==> src/rtl/binary_to_bcd_seq_pkg.sv <==
// ---------------------------------------------------------------------------
// bcd_pkg
// Shared types and constants for the sequential binary-to-BCD converter.
//   bcd_state_t    : controller states (IDLE, SHIFT, DONE)
//   BCD_ADJ_THRESH : digit value at which the double-dabble +3 correction fires
//   BCD_ADJ_ADD    : correction added to a digit before each shift
//   XS3_BIAS       : excess-3 bias used for the optional xs3 output
//   min_digits()   : decimal digits needed to hold the largest WIDTH-bit value
// ---------------------------------------------------------------------------
package bcd_pkg;

    typedef enum logic [1:0] {
        IDLE  = 2'd0,
        SHIFT = 2'd1,
        DONE  = 2'd2
    } bcd_state_t;

    localparam logic [3:0] BCD_ADJ_THRESH = 4'd5;
    localparam logic [3:0] BCD_ADJ_ADD    = 4'd3;
    localparam logic [3:0] XS3_BIAS       = 4'd3;

    // Counts decimal digits of 2^width-1, i.e. ceil(width*log10(2)).
    function automatic int min_digits(input int width);
        int max_v;
        int d;
        max_v = (1 << width) - 1;
        d     = 0;
        for (int i = 0; i < 10; i++) begin
            if (max_v > 0) begin
                d     = d + 1;
                max_v = max_v / 10;
            end
        end
        return (d == 0) ? 1 : d;
    endfunction

endpackage

==> src/rtl/binary_to_bcd_seq_if.sv <==
// ---------------------------------------------------------------------------
// binary_to_bcd_seq_if
// Request/result bundle between a requester and the BCD converter.
//   start, bin          : request pulse and operand (requester -> converter)
//   busy, done, bcd     : status and packed BCD result (converter -> requester)
//   xs3                 : excess-3 digits, only when BCD_XS3_OUT_EN is defined
// Modports: master (requester side), slave (converter side).
// ---------------------------------------------------------------------------
interface binary_to_bcd_seq_if #(
    parameter int WIDTH  = 8,
    parameter int DIGITS = 3
);
    logic                  start;
    logic [WIDTH-1:0]      bin;
    logic                  busy;
    logic                  done;
    logic [4*DIGITS-1:0]   bcd;
`ifdef BCD_XS3_OUT_EN
    logic [4*DIGITS-1:0]   xs3;

    modport master (output start, output bin,
                    input  busy,  input  done, input bcd, input xs3);
    modport slave  (input  start, input  bin,
                    output busy,  output done, output bcd, output xs3);
`else
    modport master (output start, output bin,
                    input  busy,  input  done, input bcd);
    modport slave  (input  start, input  bin,
                    output busy,  output done, output bcd);
`endif
endinterface

==> src/rtl/bcd_digit_adj.sv <==
// ---------------------------------------------------------------------------
// bcd_digit_adj
// Double-dabble digit correction: adds 3 to a 4-bit digit that is >= 5, so
// the following left shift carries correctly into the next decimal digit.
//   din  : digit before correction
//   dout : corrected digit (4-bit wrap, never reached for legal inputs)
// ---------------------------------------------------------------------------
module bcd_digit_adj
    import bcd_pkg::*;
(
    input  logic [3:0] din,
    output logic [3:0] dout
);
    assign dout = (din >= BCD_ADJ_THRESH) ? din + BCD_ADJ_ADD : din;
endmodule

==> src/rtl/binary_to_bcd_seq.sv <==
// ---------------------------------------------------------------------------
// binary_to_bcd_seq
// Sequential double-dabble converter: one shift per clock, WIDTH shifts per
// conversion, result registered in a DONE cycle with a one-cycle done pulse.
//   clk   : rising-edge clock
//   rst_n : asynchronous active-low reset
//   bus   : slave side of binary_to_bcd_seq_if (start/bin in, busy/done/bcd out)
// Optional macro BCD_XS3_OUT_EN adds the registered excess-3 output bus.xs3.
//
//   state | meaning
//   IDLE  | waiting for start; operand captured on the accepting edge
//   SHIFT | adjust digits then shift {acc,bin_sh}; WIDTH cycles
//   DONE  | copy acc to bcd, pulse done, return to IDLE
// ---------------------------------------------------------------------------
module binary_to_bcd_seq
    import bcd_pkg::*;
#(
    parameter int WIDTH  = 8,
    parameter int DIGITS = 3
) (
    input  logic                 clk,
    input  logic                 rst_n,
    binary_to_bcd_seq_if.slave   bus
);
    localparam int NB    = 4 * DIGITS;
    localparam int CNT_W = $clog2(WIDTH);

    if (WIDTH < 4 || WIDTH > 16) begin : g_bad_width
        $fatal(1, "binary_to_bcd_seq: WIDTH %0d outside 4..16", WIDTH);
    end
    if (DIGITS < min_digits(WIDTH)) begin : g_bad_digits
        $fatal(1, "binary_to_bcd_seq: DIGITS %0d too small for WIDTH %0d", DIGITS, WIDTH);
    end

    bcd_state_t         state_q, state_d;
    logic [WIDTH-1:0]   bin_sh_q, bin_sh_d;
    logic [NB-1:0]      acc_q, acc_d;
    logic [CNT_W-1:0]   cnt_q, cnt_d;
    logic               busy_q, busy_d;
    logic               done_q, done_d;
    logic [NB-1:0]      bcd_q, bcd_d;

    logic [NB-1:0]      acc_adj;
    logic [NB+WIDTH-1:0] shifted;

    for (genvar g = 0; g < DIGITS; g++) begin : g_adj
        bcd_digit_adj u_adj (
            .din  (acc_q[4*g +: 4]),
            .dout (acc_adj[4*g +: 4])
        );
    end

    // Adjusted digits and remaining operand bits shift as one register.
    assign shifted = {acc_adj, bin_sh_q} << 1;

`ifdef BCD_XS3_OUT_EN
    logic [NB-1:0] xs3_q, xs3_d;
    logic [NB-1:0] acc_xs3;

    for (genvar g = 0; g < DIGITS; g++) begin : g_xs3
        assign acc_xs3[4*g +: 4] = acc_q[4*g +: 4] + XS3_BIAS;
    end
`endif

    always_comb begin
        state_d  = state_q;
        bin_sh_d = bin_sh_q;
        acc_d    = acc_q;
        cnt_d    = cnt_q;
        bcd_d    = bcd_q;
        done_d   = 1'b0;
`ifdef BCD_XS3_OUT_EN
        xs3_d    = xs3_q;
`endif
        case (state_q)
            IDLE: begin
                if (bus.start) begin
                    state_d  = SHIFT;
                    bin_sh_d = bus.bin;
                    acc_d    = '0;
                    cnt_d    = CNT_W'(WIDTH - 1);
                end
            end
            SHIFT: begin
                acc_d    = shifted[NB+WIDTH-1:WIDTH];
                bin_sh_d = shifted[WIDTH-1:0];
                cnt_d    = cnt_q - CNT_W'(1);
                if (cnt_q == '0) begin
                    state_d = DONE;
                end
            end
            DONE: begin
                state_d = IDLE;
                done_d  = 1'b1;
                bcd_d   = acc_q;
`ifdef BCD_XS3_OUT_EN
                xs3_d   = acc_xs3;
`endif
            end
            default: state_d = IDLE;
        endcase
        busy_d = (state_d == SHIFT);
    end

    always_ff @(posedge clk or negedge rst_n) begin
        if (!rst_n) begin
            state_q  <= IDLE;
            bin_sh_q <= '0;
            acc_q    <= '0;
            cnt_q    <= '0;
            busy_q   <= 1'b0;
            done_q   <= 1'b0;
            bcd_q    <= '0;
`ifdef BCD_XS3_OUT_EN
            xs3_q    <= '0;
`endif
        end else begin
            state_q  <= state_d;
            bin_sh_q <= bin_sh_d;
            acc_q    <= acc_d;
            cnt_q    <= cnt_d;
            busy_q   <= busy_d;
            done_q   <= done_d;
            bcd_q    <= bcd_d;
`ifdef BCD_XS3_OUT_EN
            xs3_q    <= xs3_d;
`endif
        end
    end

    assign bus.busy = busy_q;
    assign bus.done = done_q;
    assign bus.bcd  = bcd_q;
`ifdef BCD_XS3_OUT_EN
    assign bus.xs3  = xs3_q;
`endif

endmodule

==> src/flat_wrapper.sv <==
// flat-port wrapper written by rule: the top's interface ports become plain ports
module binary_to_bcd_seq_flat import bcd_pkg::*;
#(
    parameter int WIDTH  = 8,
    parameter int DIGITS = 3
)
  (clk, rst_n, bus_start, bus_bin, bus_busy, bus_done, bus_bcd);
  binary_to_bcd_seq_if #(.WIDTH(WIDTH), .DIGITS(DIGITS)) bus_i ();
  input  logic clk;
  input  logic rst_n;
  input wire logic [$bits(bus_i.start)-1:0] bus_start;
  input wire logic [$bits(bus_i.bin)-1:0] bus_bin;
  output wire logic [$bits(bus_i.busy)-1:0] bus_busy;
  output wire logic [$bits(bus_i.done)-1:0] bus_done;
  output wire logic [$bits(bus_i.bcd)-1:0] bus_bcd;
  assign bus_i.start = bus_start;
  assign bus_i.bin = bus_bin;
  assign bus_busy = bus_i.busy;
  assign bus_done = bus_i.done;
  assign bus_bcd = bus_i.bcd;
  binary_to_bcd_seq #(.WIDTH(WIDTH), .DIGITS(DIGITS)) u_core (.clk(clk), .rst_n(rst_n), .bus(bus_i));
endmodule
==> config.mk <==
export PLATFORM = sky130hd
export DESIGN_NAME = binary_to_bcd_seq_flat
export DESIGN_NICKNAME = d
export VERILOG_FILES = /design/src/rtl/binary_to_bcd_seq_pkg.sv /design/src/rtl/binary_to_bcd_seq_if.sv /design/src/rtl/bcd_digit_adj.sv /design/src/rtl/binary_to_bcd_seq.sv /design/src/flat_wrapper.sv
export SDC_FILE = /design/constraint.sdc
export NUM_CORES = 1
export LEC_CHECK = 0
export ABC_AREA = 1
export CAP_MARGIN = 20
export CORE_MARGIN = 2
export CORE_UTILIZATION = 59
export CTS_CLUSTER_DIAMETER = 120
export CTS_CLUSTER_SIZE = 25
export DETAILED_ROUTE_END_ITERATION = 10
export GPL_TIMING_DRIVEN = 0
export PLACE_DENSITY = 0.91
export SLEW_MARGIN = 0
export SYNTH_ARGS = -nofsm -noshare
export SYNTH_HDL_FRONTEND = slang
export SYNTH_HIERARCHICAL = 1
export SYNTH_SLANG_ARGS = --single-unit
==> constraint.sdc <==
create_clock -name clk -period 2.75 [get_ports clk]
set_input_delay 0.825 -clock clk [delete_from_list [all_inputs] [get_ports clk]]
set_output_delay 0.825 -clock clk [all_outputs]
set_load 0.02 [all_outputs]
# [After elaboration in Yosys (flattened, before gate mapping)]
# Index checks and enable logic that the tools add are counted.
[word_totals] register_bits=39 in_bits=11
[op_classes] add_sub_neg=4 magnitude_cmp=3 eq_ne=4 muxes=13 reduce_logical=4
[op_table] op="case mux 12 bit (2 select lines)" count=1
[op_table] op="case mux 8 bit (2 select lines)" count=1
[op_table] op="greater-or-equal comparator 4 x 3 -> 1 bit, second input constant" count=3
[op_table] op="2-to-1 mux 12 bit" count=1
[op_table] op="adder 4 x 2 -> 4 bit, second input constant" count=2
[op_table] op="2-to-1 mux 4 bit" count=2
[op_table] op="2-to-1 mux 8 bit" count=1
[op_table] op="2-to-1 mux 3 bit" count=2
[op_table] op="case mux 3 bit (2 select lines)" count=1
[op_table] op="== test 2 x 1 -> 1 bit, second input constant" count=2
[op_table] op="2-to-1 mux 2 bit" count=2
[op_table] op="case mux 2 bit (2 select lines)" count=1
[op_table] op="adder 3 x 2 -> 3 bit, second input constant" count=1
[op_table] op="zero test 3 bit" count=1
[op_table] op="subtractor 3 x 1 -> 3 bit, second input constant" count=1
[op_table] op="== test 2 bit, second input constant" count=1
[op_table] op="zero test 2 bit" count=1
[op_table] op="inequality test 2 bit, second input constant" count=1
[op_table] op="AND reduction 2 bit" count=1
[op_table] op="nonzero test 2 bit" count=1
[op_table] op="2-to-1 mux 1 bit" count=1

# [Longest topological paths before layout]
# Gate-level depths: netlist of run 1.
[logic_depth] word_depth=4 depth_mapped=9

# [Cells and area by module]
# The synthesis of run 1 kept the hierarchy.
[modules_own_cells] mod="binary_to_bcd_seq" n_inst=1 cells_each=190 area_each_um2=1612.8 seq_area_each_um2=975.9
[modules_own_cells] mod="bcd_digit_adj" n_inst=3 cells_each=23 area_each_um2=135.1 seq_area_each_um2=0.0

# [Least setup slack after synthesis of run 1]
# Ideal clock, no wire load.
[synth_timing] kind="input -> register" start="in bus_start" end="reg u_core.cnt_q[1]" t_arrival_ns=1.265 required_time_ns=2.624 slack_ns=1.359 cell_stages=3 path_buffers=1 path_cell_list="o21ai_2 -> buf_2 -> a21oi_1"
[synth_via] elab_chain_cells=2
[synth_rtl] element="start: declaration" line="flat_wrapper.sv:11" rtl="input wire logic [$bits(bus_i.start)-1:0] bus_start;"
[synth_rtl] element="inequality test 2 bit (no line)"
[synth_rtl] element="AND reduction 2 bit (no line)"
[synth_rtl] element="end signal: assignment" line="binary_to_bcd_seq.sv:121" rtl="cnt_q <= cnt_d;"
[synth_rtl] element="end: declaration" line="binary_to_bcd_seq.sv:38" rtl="logic [CNT_W-1:0] cnt_q, cnt_d;"
# Every way passes these cells.
# A chain may end at the register's enable or synchronous reset.

# [Worst setup path after layout of run 1]
[layout_timing] start="reg u_core.bcd_q[11], in the netlist u_core/bus.bcd[11]" end="out bus_bcd[11]"
[layout_rtl] element="start: declaration" line="binary_to_bcd_seq.sv:41" rtl="logic [NB-1:0] bcd_q, bcd_d;"
[layout_rtl] element="start signal: assignment" line="binary_to_bcd_seq.sv:113" rtl="bcd_q <= '0;"
[layout_rtl] element="start signal: assignment" line="binary_to_bcd_seq.sv:124" rtl="bcd_q <= bcd_d;"
[layout_rtl] element="end: declaration" line="flat_wrapper.sv:15" rtl="output wire logic [$bits(bus_i.bcd)-1:0] bus_bcd;"
# No word-level cell between the ends.

==> flow_summary_export.csv, run 1 <==
group,metric,value,unit
global_routing,grt_pass1_wl,6.41,mm
layout,fillCellCount,262,
setup_path,cp_slowest_cell,"clkdlybuf4s50_1",
setup_path,path_class,"reg2out",
floorplan,rows,21,
power,p_per_area,1120,mW/mm²
placement,place_hpwl,2.59,mm
layout,drive_gt1_frac,0.129,
sta,relSlewSlack,0.442,
sta,rsz0062_at_grt,"no",
global_routing,grt_overflow_total,0,
clock_network,cts_setup_buffers,0,
clock_network,clockRootBuffer,"clkbuf_4",
outcome,outcome,"finished clean",
synth,synth.cell_area,0.00199,mm²
detailed_routing,via_per_inst,5.03,
sta,fin_skew,7.93,ps
clock_network,tritoncts,"yes",
job,maxCapViolCount,0,
synth,syn_avg_cell_area,7.84,µm²
detailed_routing,first_pass_iters,4,
sta,finalSetupViolCount,0,
clock_network,cts.clk_slew.worst_paths,100,ps
sta,hold_viol_final,0,
detailed_routing,first_iter_violations,79,
sta,setup_slack,614,ps
sta,min_period,2140,ps
clock_network,clock_latency,330,ps
placement,place_congestion,0.834,
clock_network,ctsResizeCount,0,
setup_path,worstPathCellList,"clkdlybuf4s50_1",
sta,tightest_slew,836,ps
global_routing,grt_pass1_vias,1521,
global_routing,antenna_found_initial,0,
clock_network,htree_levels,2,
setup_path,timing.rr.start,"u_core/acc_q[4]$_DFFE_PN0P_",
setup_path,startpoint,"u_core/bus.bcd[11]$_DFFE_PN0P_",
detailed_routing,avgRoutedWirePerCell,10.8,µm
setup_path,cp_top_family,"buffers and inverters",
setup_path,path_max_fanout,2,
global_routing,grt_max_degree,40,
setup_path,reg2reg_setup_slack,1330,ps
min_path,hold-path-cell-count,2,
setup_path,ff2ff_path_depth,8,
clock_network,clockBufferDepth,2,
layout,num_antenna_cells,0,
setup_path,worstPathRequired,1930,ps
synth,yosysWarnings,6,
placement,port_buffers,24,
placement,place_area,0.00228,mm²
layout,area_growth,18.2,%
setup_path,end_kind,"output port",
detailed_routing,ant_nets,0,
min_path,min_path_type,"reg2reg",
sta,maxSlewViolCount,0,
power,leakagePower,1.25,nW
layout,final_area,0.00235,mm²
min_path,worstHoldStart,"u_core/bus.bcd[8]$_DFFE_PN0P_",
setup_path,start_kind,"register",
global_routing,grtUsageTotal,0.210,
setup_path,critical_path_arrival,1310,ps
floorplan,io_pins,25,
floorplan,coreArea,0.00328,mm²
floorplan,die_w,62.1,µm
layout,num-nets-final,304,
floorplan,die-area,0.00386,mm²
synth,synthCells,254,
clock_network,cts.sinks,39,
floorplan,chipHeight,62.1,µm
floorplan,initial_utilization,0.606,
sta,fmax,0.468,GHz
setup_path,r2r_end,"u_core/acc_q[5]$_DFFE_PN0P_",
detailed_routing,drc_errors,0,
detailed_routing,routed_wl,3.60,mm
detailed_routing,num_vias,1671,
min_path,hold_end,"u_core/bus.bcd[8]$_DFFE_PN0P_",
setup_path,cpPeakStageDelay,610,ps
clock_network,holdBufCountCts,0,
synth,synthesis.nets,273,
placement,post-place-ws,747,ps
sta,period_share,0.777,
power,ir_drop,0.535,mV
clock_network,cts_inserted_buffers,5,
setup_path,critPathBufInv,1,
final cells by class:
type | instances | area, µm² | share of cell area
flip-flops and latches | 39 | 976 | 0.415
multi-input cells | 183 | 881 | 0.374
repair buffers | 24 | 235 | 0.0999
inverters | 23 | 86.3 | 0.0367
clock buffers | 8 | 68.8 | 0.0292
well taps | 46 | 57.6 | 0.0245
plain buffers | 9 | 48.8 | 0.0207
report_power, final:
group	switching, mW	internal [mW]
Combinational	0.772	0.543
Clock	0.171	0.150
Sequential	0.186	0.807
Total	1.13	1.50
worst max path at each step:
stage / endpoint / slack, ps / depth (start not counted)
finish: bus_bcd[11] / 610 / 1
global route: bus_bcd[11] / 540 / 1
CTS: bus_bcd[11] / 580 / 1
detailed placement: u_core/acc_q[7]$_DFFE_PN0P_ / 750 / 5
global placement: u_core/cnt_q[1]$_DFFE_PN0P_ / -8 / 1
floorplan: u_core/cnt_q[1]$_DFFE_PN0P_ / 1360 / 3
state kept, by name, indices dropped and copies added (netlist names):
| signal | flops |
|---|---|
| u_core/cnt_q | 3 |
| u_core/acc_q | 12 |
| u_core/bus.bcd | 12 |
| u_core/bus.busy | 1 |
| u_core/bus.done | 1 |
| u_core/state_q | 2 |
| u_core/bin_sh_q | 8 |
per-stage QoR:
step / power (mW) / hold slack [ps] / TNS, ps / instances / utilization
after CTS: 2.65 / 491 / 0 / 332 / 0.717
after global placement: 2.26 / 461 / -278 / 324 / 0.697
after global routing: 2.88 / 514 / 0 / 332 / 0.717
after detailed placement: 2.32 / 466 / 0 / 324 / 0.696
final: 2.63 / 487 / 0 / 332 / 0.717
after floorplan: 1.94 / 449 / 0 / 254 / -
placed cells by master, fill, tap and decap left out:
cell type / n
a21oi_1: 2
a21oi_2: 2
buf_2: 7
buf_4: 2
clkbuf_1: 2
clkbuf_4: 5
clkbuf_8: 2
clkdlybuf4s50_1: 23
dfrtp_1: 39
ha_1: 8
inv_1: 17
inv_2: 6
nand2_1: 115
nand2_2: 3
nand3_1: 22
nor2_1: 12
nor2_4: 6
o21ai_0: 8
o21ai_1: 1
o21ai_2: 4
layer usage:
metal | vias up | track usage | share of wire
met3 | 6 | 0.0580 | 0.042
met4 | 0 | 0.0917 | 0.018
met1 | 784 | 0.264 | 0.46
li1 | 844 | - | -
met2 | 37 | 0.342 | 0.48
met5 | - | 0 | 0
(Power assumes the default switching activity.)
==> run 2: changes to the inputs <==
--- a/config.mk
+++ b/config.mk
@@ -8,12 +8,12 @@
 export ABC_AREA = 1
 export CAP_MARGIN = 20
 export CORE_MARGIN = 2
-export CORE_UTILIZATION = 59
+export CORE_UTILIZATION = 49
 export CTS_CLUSTER_DIAMETER = 120
 export CTS_CLUSTER_SIZE = 25
 export DETAILED_ROUTE_END_ITERATION = 10
 export GPL_TIMING_DRIVEN = 0
-export PLACE_DENSITY = 0.91
+export PLACE_DENSITY = 0.82
 export SLEW_MARGIN = 0
 export SYNTH_ARGS = -nofsm -noshare
 export SYNTH_HDL_FRONTEND = slang
==> constraint.sdc (replaced) <==
create_clock -name clk -period 1.95 [get_ports clk]
set_input_delay 0.585 -clock clk [delete_from_list [all_inputs] [get_ports clk]]
set_output_delay 0.585 -clock clk [all_outputs]
set_load 0.02 [all_outputs]
==> run 2 against run 1 <==
Combinational power increased by 40%. Register-to-register slack lost 770 ps. Clock skew fell by 5.9 ps. Critical path depth is the same. Utilization fell by 12 points. Die area is 19% higher. Final cell count rose by 1.2%. Via count is 1.7% lower. Setup slack worse by 500 ps. Critical endpoint is now bus_bcd[0].
==> flow_summary_export.csv, run 2 (synthesized netlist as in run 1, its figures left out) <==
group,metric,value,unit
power,fin_total_pwr,3.77,mW
sta,min_period,1830,ps
clock_network,ctsResizeCount,0,
setup_path,critical_path_arrival,1250,ps
floorplan,initial_utilization,0.505,
placement,place_congestion,0.831,
layout,num_antenna_cells,0,
clock_network,holdBufCountCts,0,
layout,fillCellCount,362,
detailed_routing,first_pass_iters,4,
detailed_routing,drc_errors,0,
layout,final_common_cell,"nand2_1",
layout,final_area,0.00237,mm²
setup_path,cp_slowest_cell,"clkdlybuf4s50_1",
global_routing,grt_max_degree,40,
power,ir_drop,0.578,mV
clock_network,cts_inserted_buffers,5,
placement,port_buffers,24,
global_routing,grt_overflow_total,0,
detailed_routing,avgRoutedWirePerCell,10.9,µm
clock_network,tritoncts,"yes",
setup_path,ff2ff_path_depth,8,
detailed_routing,via_per_inst,4.89,
layout,final-seq-area,976,µm²
min_path,min_path_type,"in2async",
clock_network,clockRootBuffer,"clkbuf_8",
outcome,outcome,"finished clean",
placement,place_area,0.00229,mm²
floorplan,coreArea,0.00394,mm²
detailed_routing,num_vias,1643,
sta,finalSetupViolCount,0,
global_routing,antenna_found_initial,0,
setup_path,reg2reg_setup_slack,560,ps
placement,dp_cells,328,
placement,place_hpwl,2.63,mm
clock_network,cts.clk_slew.worst_paths,70,ps
setup_path,start_kind,"register",
detailed_routing,ant_nets,0,
clock_network,cts_setup_buffers,0,
global_routing,grt_pass1_wl,6.42,mm
layout,layout.cells.non_filler,336,
clock_network,cts.sinks,39,
clock_network,clock_latency,290,ps
setup_path,worstPathRequired,1360,ps
floorplan,die-area,0.00459,mm²
detailed_routing,first_iter_violations,86,
layout,multi_input_area,881,µm²
sta,maxSlewViolCount,0,
setup_path,cp_top_family,"buffers and inverters",
floorplan,io_pins,25,
sta,rsz0062_at_grt,"no",
sta,fmax,0.545,GHz
layout,final_cell_mix,"nand2_1, dfrtp_1, clkdlybuf4s50_1",
setup_path,worstPathCellList,"clkdlybuf4s50_1",
power,p_per_area,1590,mW/mm²
global_routing,grt_pass1_vias,1484,
setup_path,timing.rr.start,"u_core/acc_q[0]$_DFFE_PN0P_",
sta,tightest_slew,846,ps
sta,relSlewSlack,0.436,
layout,area_growth,19.0,%
floorplan,die_w,67.8,µm
job,maxCapViolCount,0,
setup_path,cpPeakStageDelay,600,ps
layout,num-nets-final,304,
setup_path,critPathBufInv,1,
floorplan,chipHeight,67.8,µm
setup_path,r2r_end,"u_core/acc_q[2]$_DFFE_PN0P_",
setup_path,path_class,"reg2out",
layout,drive_gt1_frac,0.126,
sta,fin_skew,2.02,ps
global_routing,grtUsageTotal,0.188,
clock_network,clockBufferDepth,2,
power,leakagePower,1.25,nW
setup_path,end_kind,"output port",
detailed_routing,routed_wl,3.66,mm
sta,hold_viol_final,0,
clock_network,htree_levels,2,
sta,period_share,0.940,
setup_path,path_max_fanout,2,
floorplan,rows,23,
## run 2: cell count changes in the layout (fill, tap and decap cells not counted)
cell / before / now
clkbuf_8: 2 / 5
clkbuf_4: 5 / 0
clkinv_2: 0 / 1
clkbuf_1: 2 / 3
## run 2: final cells by class
| cell class | instances | area share |
|---|---|---|
| Sequential cell | 39 | 0.412 |
| Multi-Input combinational cell | 183 | 0.372 |
| Timing Repair Buffer | 24 | 0.0992 |
| Inverter | 23 | 0.0364 |
| Clock buffer | 7 | 0.0322 |
| Tap cell | 50 | 0.0264 |
| Buffer | 9 | 0.0206 |
| Clock inverter | 1 | 0.00211 |
## run 2: power by group
group	total [mW]	switching (mW)	leakage [nW]	internal, mW
registers	1.40	0.256	0.492	1.14
clock network	0.520	0.269	0.0422	0.251
logic	1.85	1.08	0.716	0.768
## run 2: per-layer routing
metal / share of wire / track usage
met4: 0.015 / 0.0918
met2: 0.48 / 0.299
met5: 0 / 0
met3: 0.041 / 0.0400
met1: 0.46 / 0.242
## run 2: worst max path at each step
stage                                        from                             end  cells after the start  slack (ps)
finish              u_core/bus.bcd[0]$_DFFE_PN0P_                      bus_bcd[0]                      1         120
CTS                 u_core/bus.bcd[0]$_DFFE_PN0P_                      bus_bcd[0]                      1         100
detailed placement                      bus_start    u_core/acc_q[11]$_DFFE_PN0P_                      5         200
global route        u_core/bus.bcd[2]$_DFFE_PN0P_                      bus_bcd[2]                      1          70
floorplan             u_core/acc_q[0]$_DFFE_PN0P_     u_core/acc_q[2]$_DFFE_PN0P_                      8         720
global placement                            rst_n  u_core/bus.bcd[10]$_DFFE_PN0P_                      1        -620
## run 2: through the flow
step                worst slack [ps]   util  setup TNS (ps)  hold WS [ps]
floorplan                        717      -               0           289
global placement                -618  0.582          -24030           461
detailed placement               198  0.581               0           465
CTS                              103  0.601               0           427
global route                    70.2  0.601               0           479
finish                           117  0.601               0           392
